===== src/rtl/noise_lfsr_multi.sv =====
// Multi-variant PSG noise generator: a prescaled or tone-driven trigger
// shifts an LFSR whose width and taps are selected at run time.
module noise_lfsr_multi #(
  parameter int LFSR_MAX_BITS   = 16,
  parameter int RATE_LOG2_0     = 4,
  parameter int RATE_LOG2_1     = 5,
  parameter int RATE_LOG2_2     = 6,
  parameter int CUSTOM_BITS     = 17,
  parameter int CUSTOM_TAP0     = 0,
  parameter int CUSTOM_TAP1     = 3,
  parameter int DEFAULT_VARIANT = 0
) (
  input  logic                     clk,
  input  logic                     reset,
  input  logic                     enable,
  input  logic                     control_write,
  input  logic [2:0]               control,
  input  logic [1:0]               variant,
  input  logic                     driven_by_tone,
  output logic                     out,
  output logic                     shift_strobe,
  output logic [LFSR_MAX_BITS-1:0] lfsr_state
);

  localparam int N  = LFSR_MAX_BITS;
  localparam int CW = RATE_LOG2_2 + 1;

  typedef logic [N-1:0] vec_t;

  // Widths wider than the physical register are clamped so an illegal
  // custom build still elaborates and stays inside the register.
  function automatic int clamp_w(input int w);
    if (w > N) return N;
    if (w < 2) return 2;
    return w;
  endfunction

  function automatic int clamp_t(input int t, input int w);
    if (t < 0)  return 0;
    if (t >= w) return w - 1;
    return t;
  endfunction

  function automatic vec_t bit_at(input int b);
    return vec_t'(1) << b;
  endfunction

  localparam int W0 = clamp_w(15);
  localparam int W1 = clamp_w(16);
  localparam int W2 = clamp_w(15);
  localparam int W3 = clamp_w(CUSTOM_BITS);

  localparam vec_t TOP0 = bit_at(W0 - 1);
  localparam vec_t TOP1 = bit_at(W1 - 1);
  localparam vec_t TOP2 = bit_at(W2 - 1);
  localparam vec_t TOP3 = bit_at(W3 - 1);

  localparam vec_t TAPA0 = bit_at(clamp_t(0, W0));
  localparam vec_t TAPA1 = bit_at(clamp_t(0, W1));
  localparam vec_t TAPA2 = bit_at(clamp_t(0, W2));
  localparam vec_t TAPA3 = bit_at(clamp_t(CUSTOM_TAP0, W3));

  localparam vec_t TAPB0 = bit_at(clamp_t(1, W0));
  localparam vec_t TAPB1 = bit_at(clamp_t(3, W1));
  localparam vec_t TAPB2 = bit_at(clamp_t(4, W2));
  localparam vec_t TAPB3 = bit_at(clamp_t(CUSTOM_TAP1, W3));

  // The top bit of the active width doubles as the seed value.
  function automatic vec_t top_of(input logic [1:0] v);
    case (v)
      2'd0:    return TOP0;
      2'd1:    return TOP1;
      2'd2:    return TOP2;
      default: return TOP3;
    endcase
  endfunction

  function automatic vec_t tap_a_of(input logic [1:0] v);
    case (v)
      2'd0:    return TAPA0;
      2'd1:    return TAPA1;
      2'd2:    return TAPA2;
      default: return TAPA3;
    endcase
  endfunction

  function automatic vec_t tap_b_of(input logic [1:0] v);
    case (v)
      2'd0:    return TAPB0;
      2'd1:    return TAPB1;
      2'd2:    return TAPB2;
      default: return TAPB3;
    endcase
  endfunction

  localparam logic [1:0] RESET_VAR  = DEFAULT_VARIANT[1:0];
  localparam vec_t       RESET_SEED = top_of(RESET_VAR);

  logic [2:0]    ctrl_q;
  logic [1:0]    var_q;
  logic [CW-1:0] counter;
  logic          edge_prev;
  vec_t          lfsr;
  logic          strobe_q;

  vec_t top;
  vec_t tap_a;
  vec_t tap_b;
  vec_t shifted;
  logic fb_bit;
  logic source;
  logic trig;

  // Next LFSR value for the latched variant, plus trigger edge detection.
  always_comb begin
    top    = top_of(var_q);
    tap_a  = tap_a_of(var_q);
    tap_b  = tap_b_of(var_q);
    fb_bit = |(lfsr & tap_a);
    if (ctrl_q[2]) fb_bit = fb_bit ^ (|(lfsr & tap_b));
    shifted = ((lfsr >> 1) & (top - vec_t'(1))) | (fb_bit ? top : '0);
    case (ctrl_q[1:0])
      2'd0:    source = counter[RATE_LOG2_0];
      2'd1:    source = counter[RATE_LOG2_1];
      2'd2:    source = counter[RATE_LOG2_2];
      default: source = driven_by_tone;
    endcase
    trig = source & ~edge_prev;
  end

  // A write reloads the seed and arms edge_prev so the trigger must be
  // seen low before the next shift; the counter keeps running through it.
  always_ff @(posedge clk) begin
    if (reset) begin
      ctrl_q    <= '0;
      var_q     <= RESET_VAR;
      counter   <= '0;
      edge_prev <= 1'b0;
      lfsr      <= RESET_SEED;
      strobe_q  <= 1'b0;
    end else begin
      if (enable) counter <= counter + 1'b1;
      if (control_write) begin
        ctrl_q    <= control;
        var_q     <= variant;
        lfsr      <= top_of(variant);
        edge_prev <= 1'b1;
        strobe_q  <= 1'b0;
      end else begin
        edge_prev <= source;
        strobe_q  <= trig;
        if (trig) lfsr <= (lfsr == '0) ? top : shifted;
      end
    end
  end

  assign out          = lfsr[0];
  assign shift_strobe = strobe_q;
  assign lfsr_state   = lfsr;

endmodule


===== config.mk =====
export PLATFORM = sky130hd
export DESIGN_NAME = noise_lfsr_multi
export DESIGN_NICKNAME = d
export VERILOG_FILES = /design/src/rtl/noise_lfsr_multi.sv
export SDC_FILE = /design/constraint.sdc
export NUM_CORES = 1
export LEC_CHECK = 0
export CORE_ASPECT_RATIO = 0.8
export CORE_MARGIN = 2
export CORE_UTILIZATION = 45
export DETAILED_ROUTE_END_ITERATION = 8
export PLACE_DENSITY = 0.8
export SETUP_SLACK_MARGIN = 0.02
export SYNTH_ARGS = -nofsm -noshare
export SYNTH_HDL_FRONTEND = slang
export SYNTH_SLANG_ARGS = --single-unit
export TNS_END_PERCENT = 50

===== constraint.sdc =====
create_clock -name clk -period 4.9 [get_ports clk]
set_input_delay 1.47 -clock clk [delete_from_list [all_inputs] [get_ports clk]]
set_output_delay 1.47 -clock clk [all_outputs]
set_load 0.1 [all_outputs]

# == After elaboration in Yosys (flattened, before gate mapping) ==
# Cells that the tools add are included.
# word_totals
register_bits,30
latch_bits,0
ramBits,0
rom_bits,0
input_bits,10
out_inout_bits,18
elab_cells,37
memories,0
# classes
addsub,2
mul,0
n_div,0
n_lt_le_gt_ge,0
n_eq_ne,4
shift,0
n_mux,10
n_bitwise,6
n_reduce_logical,9
# ops
cell,count
16-bit two-way mux,6
15-bit by 16-bit bitwise AND with 16-bit output,1
16-bit bitwise AND,1
16-bit logical NOT,1
16-bit OR,1
16-bit OR reduction,1
"16-bit by 1-bit subtractor with 16-bit output, second input constant",1
5-bit one-hot mux with 2 select lines,1
"7-bit by 1-bit adder with 7-bit output, second input constant",1
"2-bit == test, second input constant",3
2-bit logical NOT,3
2-bit OR reduction,3
1-bit one-hot mux with 3 select lines,1
"2-bit by 1-bit == test with 1-bit output, second input constant",1
1-bit two-way mux,2
2-bit nonzero test,1
1-bit bitwise AND,1
1-bit NOT,1
1-bit XOR,1

# == Depth between registers and ports, before layout ==
# depth
depth_word,11
mapped_depth,6
ltp_nobuf,4

# == Least setup slack after synthesis ==
# No wires, ideal clock.
# synth_path
path_type,register -> output
from,"register lfsr[0], in the netlist lfsr_state[0]"
to,output port lfsr_state[0]
arrival_time_ns,1.446
required_ns,3.430
setup_slack_ns,1.984
path_stages_with_launch,2
path_buffers,1
path_cell_list,dfxtp_1 buf_4
# synth_lines
element,line_no,rtl
start: declaration,103,vec_t lfsr;
start signal: assignment,146,lfsr <= top_of(variant);
start signal: assignment,152,if (trig) lfsr <= (lfsr == '0) ? top : shifted;
end: declaration,22,output logic [LFSR_MAX_BITS-1:0] lfsr_state
# No word-level cell between the ends.

# == Worst setup path in the final report ==
# layout_path
from,"register lfsr[0], in the netlist lfsr_state[0]"
to,output port lfsr_state[0]
# No word-level cell between the ends.

==> tab_implementation.tex <==
\begin{tabular}{lr}
\hline
Metric & Value \\
\hline
\multicolumn{2}{l}{\textbf{Pwr}} \\
\quad Total power draw & between 0.4 and 0.5 mW \\
\quad Power density over the cells & 304 mW/mm² \\
\quad LEAKAGE & approximately 0.55 nW \\
\quad Clock share of power & 0.396 \\
\quad Net switching fraction of the power & 0.242 \\
\quad Proportion of power drawn by flip-flops and latches & 0.519 \\
\quad Int Power & 0.373 mW \\
\quad Reported net switching power & about 0.12 mW \\
\quad Largest vdd supply drop & between 0.0001 and 0.00015 V \\
\quad Logic gate share of total power & 0.085 \\
\multicolumn{2}{l}{\textbf{Critical path}} \\
\quad WP data arrival & around 2.0 ns \\
\quad Category of the critical setup timing path & reg -> out \\
\quad Cell type group with the largest total delay on the critical path & buffers and inverters \\
\quad Origin of the critical flop-to-flop path & ctrl\_q[1]\$\_SDFFE\_PP0P\_ \\
\quad Cells along the critical path & clkdlybuf4s50\_1 \\
\quad Critical-path top delay cell & clkdlybuf4s50\_1 \\
\quad Reg-to-reg slack, setup & 3.28 ns \\
\quad Crit Path Max Fanout & 7 \\
\quad Length in cells of the worst reg-to-reg path & 4 \\
\quad Slowest stage delay, CP & 1.17 ns \\
\quad Startpoint type of the worst setup path & flip-flop \\
\quad Critical path buffer and inverter count & 1 \\
\quad R2R Path End & lfsr\_state[15]\$\_SDFFE\_PP0P\_ \\
\quad Critical path data required time & 3.43 ns \\
\quad Type of element capturing the critical path & output port \\
\multicolumn{2}{l}{\textbf{Final layout}} \\
\quad Fin nets & 177 \\
\quad Share of final-layout standard cells stronger than drive strength 1 & 0.144 \\
\quad Synth-to-layout area growth & 24.6\% \\
\quad Final instance area & 0.00162 mm² \\
\quad Ant. Diodes & 0 \\
\quad \# fillers & 219 \\
\multicolumn{2}{l}{\textbf{STA}} \\
\quad Max-slew violations & 0 \\
\quad Post-route fraction of the period consumed by the critical path & 0.697 \\
\quad Final Hold Slack & 0.504 ns \\
\quad Actual transition at the worst max-transition pin & roughly 1 ns \\
\quad Setup tns final & 0 ns \\
\quad Worst slew margin & 0.345 \\
\quad Hold violation count in the final report & 0 \\
\quad Final setup violation count & 0 \\
\quad Final worst clock skew & 0.0112 ns \\
\quad Unrepaired setup endpoints after global routing & false \\
\quad Shortest clock period the worst path allows after layout & 3.42 ns \\
\quad Max Fclk & 293 MHz \\
\multicolumn{2}{l}{\textbf{Global routing}} \\
\quad Number of antenna violations at the first check in global routing & 0 \\
\quad Total overflow reported by the global router & 0 \\
\quad Wire length of the first global-routing pass & roughly 4300 µm \\
\quad Vias in the first global route & 1031 \\
\quad Tot GR Track Use & 0.172 \\
\quad Maximum number of pins on one net before global-route repair & 18 \\
\multicolumn{2}{l}{\textbf{Die}} \\
\quad Overall die area & 0.00333 mm² \\
\quad Core outline area & 0.00274 mm² \\
\quad Std cell rows & 17 \\
\quad Width of the die & $\sim$64 µm \\
\quad Starting utilization of the core area & 0.472 \\
\quad Vertical die dimension & roughly 52 µm \\
\quad Io pins & 28 \\
\multicolumn{2}{l}{\textbf{Clock network}} \\
\quad TritonCTS clock tree & built \\
\quad Postcts setup bufs & 0 \\
\quad Largest buffer count on any clock path & 2 \\
\quad Clock Latency Late Sink & 0.33 ns \\
\quad H-tree lvl count & 2 \\
\quad Clock sink count & 30 \\
\quad Cts bufs inserted & 5 \\
\quad Clock tree root buffer cell & clkbuf\_4 \\
\quad Number of hold buffers added after cts & 0 \\
\quad CTS resizes & 0 \\
\quad Clock input transition at the sequential cells of the worst setup and hold paths & 0.09 ns \\
\multicolumn{2}{l}{\textbf{Synth}} \\
\quad Library cells used by synthesis & 32 \\
\quad Post-Synthesis Net Count & 152 \\
\quad Cells after synthesis & around 140 \\
\quad Synth Register Bits & 30 \\
\quad Post-synthesis instance area & 0.00130 mm² \\
\quad Synthesis warning total & 0 \\
\quad Sequential share of the synthesized area & 0.463 \\
\quad Mean Syn Cell Area & 9.19 µm² \\
\multicolumn{2}{l}{\textbf{Routing}} \\
\quad Length of the first detailed-routing pass in iterations & 4 \\
\quad Routed length per instance & 13.1 µm \\
\quad Vias per cell & 5.24 \\
\quad Number of vias after detailed routing & between 1000 and 1500 \\
\quad Antenna violation net count after detailed routing & 0 \\
\quad Final Routed Wirelength & 2680 µm \\
\quad Detailed router's first-iteration violation count & 46 \\
\quad DRC viols & 0 \\
\multicolumn{2}{l}{\textbf{Place}} \\
\quad Total half-perimeter wirelength after legalization and detailed placement & 1870 µm \\
\quad Instance area after placement & 0.00154 mm² \\
\quad Final weighted congestion of routability-driven global placement & 0.862 \\
\quad Port Buffers & 27 \\
\multicolumn{2}{l}{\textbf{Min path}} \\
\quad WHS Path Cells & 2 \\
\quad Endpoint with the worst hold slack & lfsr\_state[1]\$\_SDFFE\_PP0P\_ \\
\quad Startpoint of the tightest hold check path & lfsr\_state[2]\$\_SDFFE\_PP0P\_ \\
\quad Tightest Hold Check Type & reg -> reg \\
\multicolumn{2}{l}{\textbf{Job}} \\
\quad Total of max-cap violations & 0 \\
\multicolumn{2}{l}{\textbf{Outcome}} \\
\quad Status & finished, final reports clean \\
\hline
\end{tabular}
==> routing by layer <==
metal  up-vias  global-route usage  share of wire
met3         5              0.0455          0.038
li1        531                   -              -
met5         -                   0              0
met4         0               0.120          0.021
met1       518               0.200           0.46
met2        20               0.280           0.48
==> sequential cells by signal, summed over array words and instances, names as in the netlist <==
signal / cells
counter: 7
var_q: 2
edge_prev: 1
shift_strobe: 1
ctrl_q: 3
lfsr_state: 16
==> placed cells by master, fill, tap and decap left out, drive strengths merged <==
master         count
nand2             32
dfxtp             30
clkdlybuf4s50     27
a21oi             18
nor2              13
mux2i              6
clkbuf             5
nor4               4
xor2               3
o21ai              3
nand4              2
xnor2              2
or3                2
o211ai             2
inv                2
a21boi             2
nand3b             2
clkinv             2
mux4               1
and4               1
nor2b              1
nand2b             1
or2                1
mux2               1
nor4b              1
a22oi              1
ha                 1
bufinv             1
==> final cells by class <==
cell class,count,area [µm²],share of cell area
flip-flops and latches,30,601,0.372
clock inverters,3,40.0,0.0248
inverters,2,7.51,0.00465
clock buffers,5,37.5,0.0232
repair buffers,27,270,0.167
multi-input cells,100,612,0.379
well taps,38,47.5,0.0294
==> metrics by stage <==
| stage | setup WS, ns | std cells | util |
|---|---|---|---|
| 6_report | 1.48 | 205 | 0.589 |
| 5_1_grt | 1.43 | 205 | 0.589 |
| 4_1_cts | 1.47 | 205 | 0.589 |
| 3_5_place_dp | 1.83 | 197 | 0.560 |
| 3_3_place_gp | 1.86 | 197 | 0.560 |
| 2_1_floorplan | 1.98 | 141 | - |
==> cells in the mapped netlist (all sizes together) <==
master | n | area (µm²)
nand4 | 2 | 12.5
or2 | 1 | 6.26
nor2b | 1 | 13.8
and4 | 1 | 8.76
nor4 | 4 | 25.0
nor4b | 1 | 8.76
mux2 | 1 | 11.3
a22oi | 1 | 7.51
buf | 6 | 65.1
mux2i | 6 | 60.1
mux4 | 1 | 22.5
a21boi | 2 | 15.0
xnor2 | 2 | 17.5
dfxtp | 30 | 601
nor2 | 13 | 48.8
nand2b | 1 | 8.76
nand2 | 32 | 125
or3 | 2 | 12.5
ha | 1 | 12.5
xor2 | 3 | 26.3
nand3b | 2 | 15.0
clkbuf | 3 | 11.3
a21oi | 18 | 124
o21ai | 3 | 15.0
o211ai | 2 | 15.0
inv | 2 | 7.51
==> cell families (layout without fill, tap and decap cells) <==
group           count (synthesis)  count (layout)  synth area share
simple gates                   60              60             0.220
flops                          30              30             0.463
compound gates                 26              26             0.136
buf+inv                        11              37            0.0647
mux                             8               8            0.0724
xor+xnor                        5               5            0.0338
fa+ha+maj                       1               1           0.00965
==> worst max path at each step <==
stage | from | endpoint | cells after the start
2_1_floorplan | lfsr_state[0]$_SDFFE_PP0P_ | lfsr_state[0] | 1
3_3_place_gp | lfsr_state[0]$_SDFFE_PP0P_ | out | 1
3_5_place_dp | lfsr_state[0]$_SDFFE_PP0P_ | lfsr_state[0] | 1
4_1_cts | lfsr_state[0]$_SDFFE_PP0P_ | lfsr_state[0] | 1
5_1_grt | lfsr_state[0]$_SDFFE_PP0P_ | lfsr_state[0] | 1
6_report | lfsr_state[0]$_SDFFE_PP0P_ | lfsr_state[0] | 1
==> power groups by stage <==
| stage | Sequential [mW] | Clock [mW] | Combinational, mW |
|---|---|---|---|
| floorplan | 0.269 | 0 | 0.0190 |
| global placement | 0.261 | 0 | 0.0400 |
| detailed placement | 0.261 | 0 | 0.0417 |
| global route | 0.256 | 0.206 | 0.0449 |
| CTS | 0.255 | 0.196 | 0.0421 |
| finish | 0.255 | 0.195 | 0.0418 |
(Power assumes the default switching activity.)
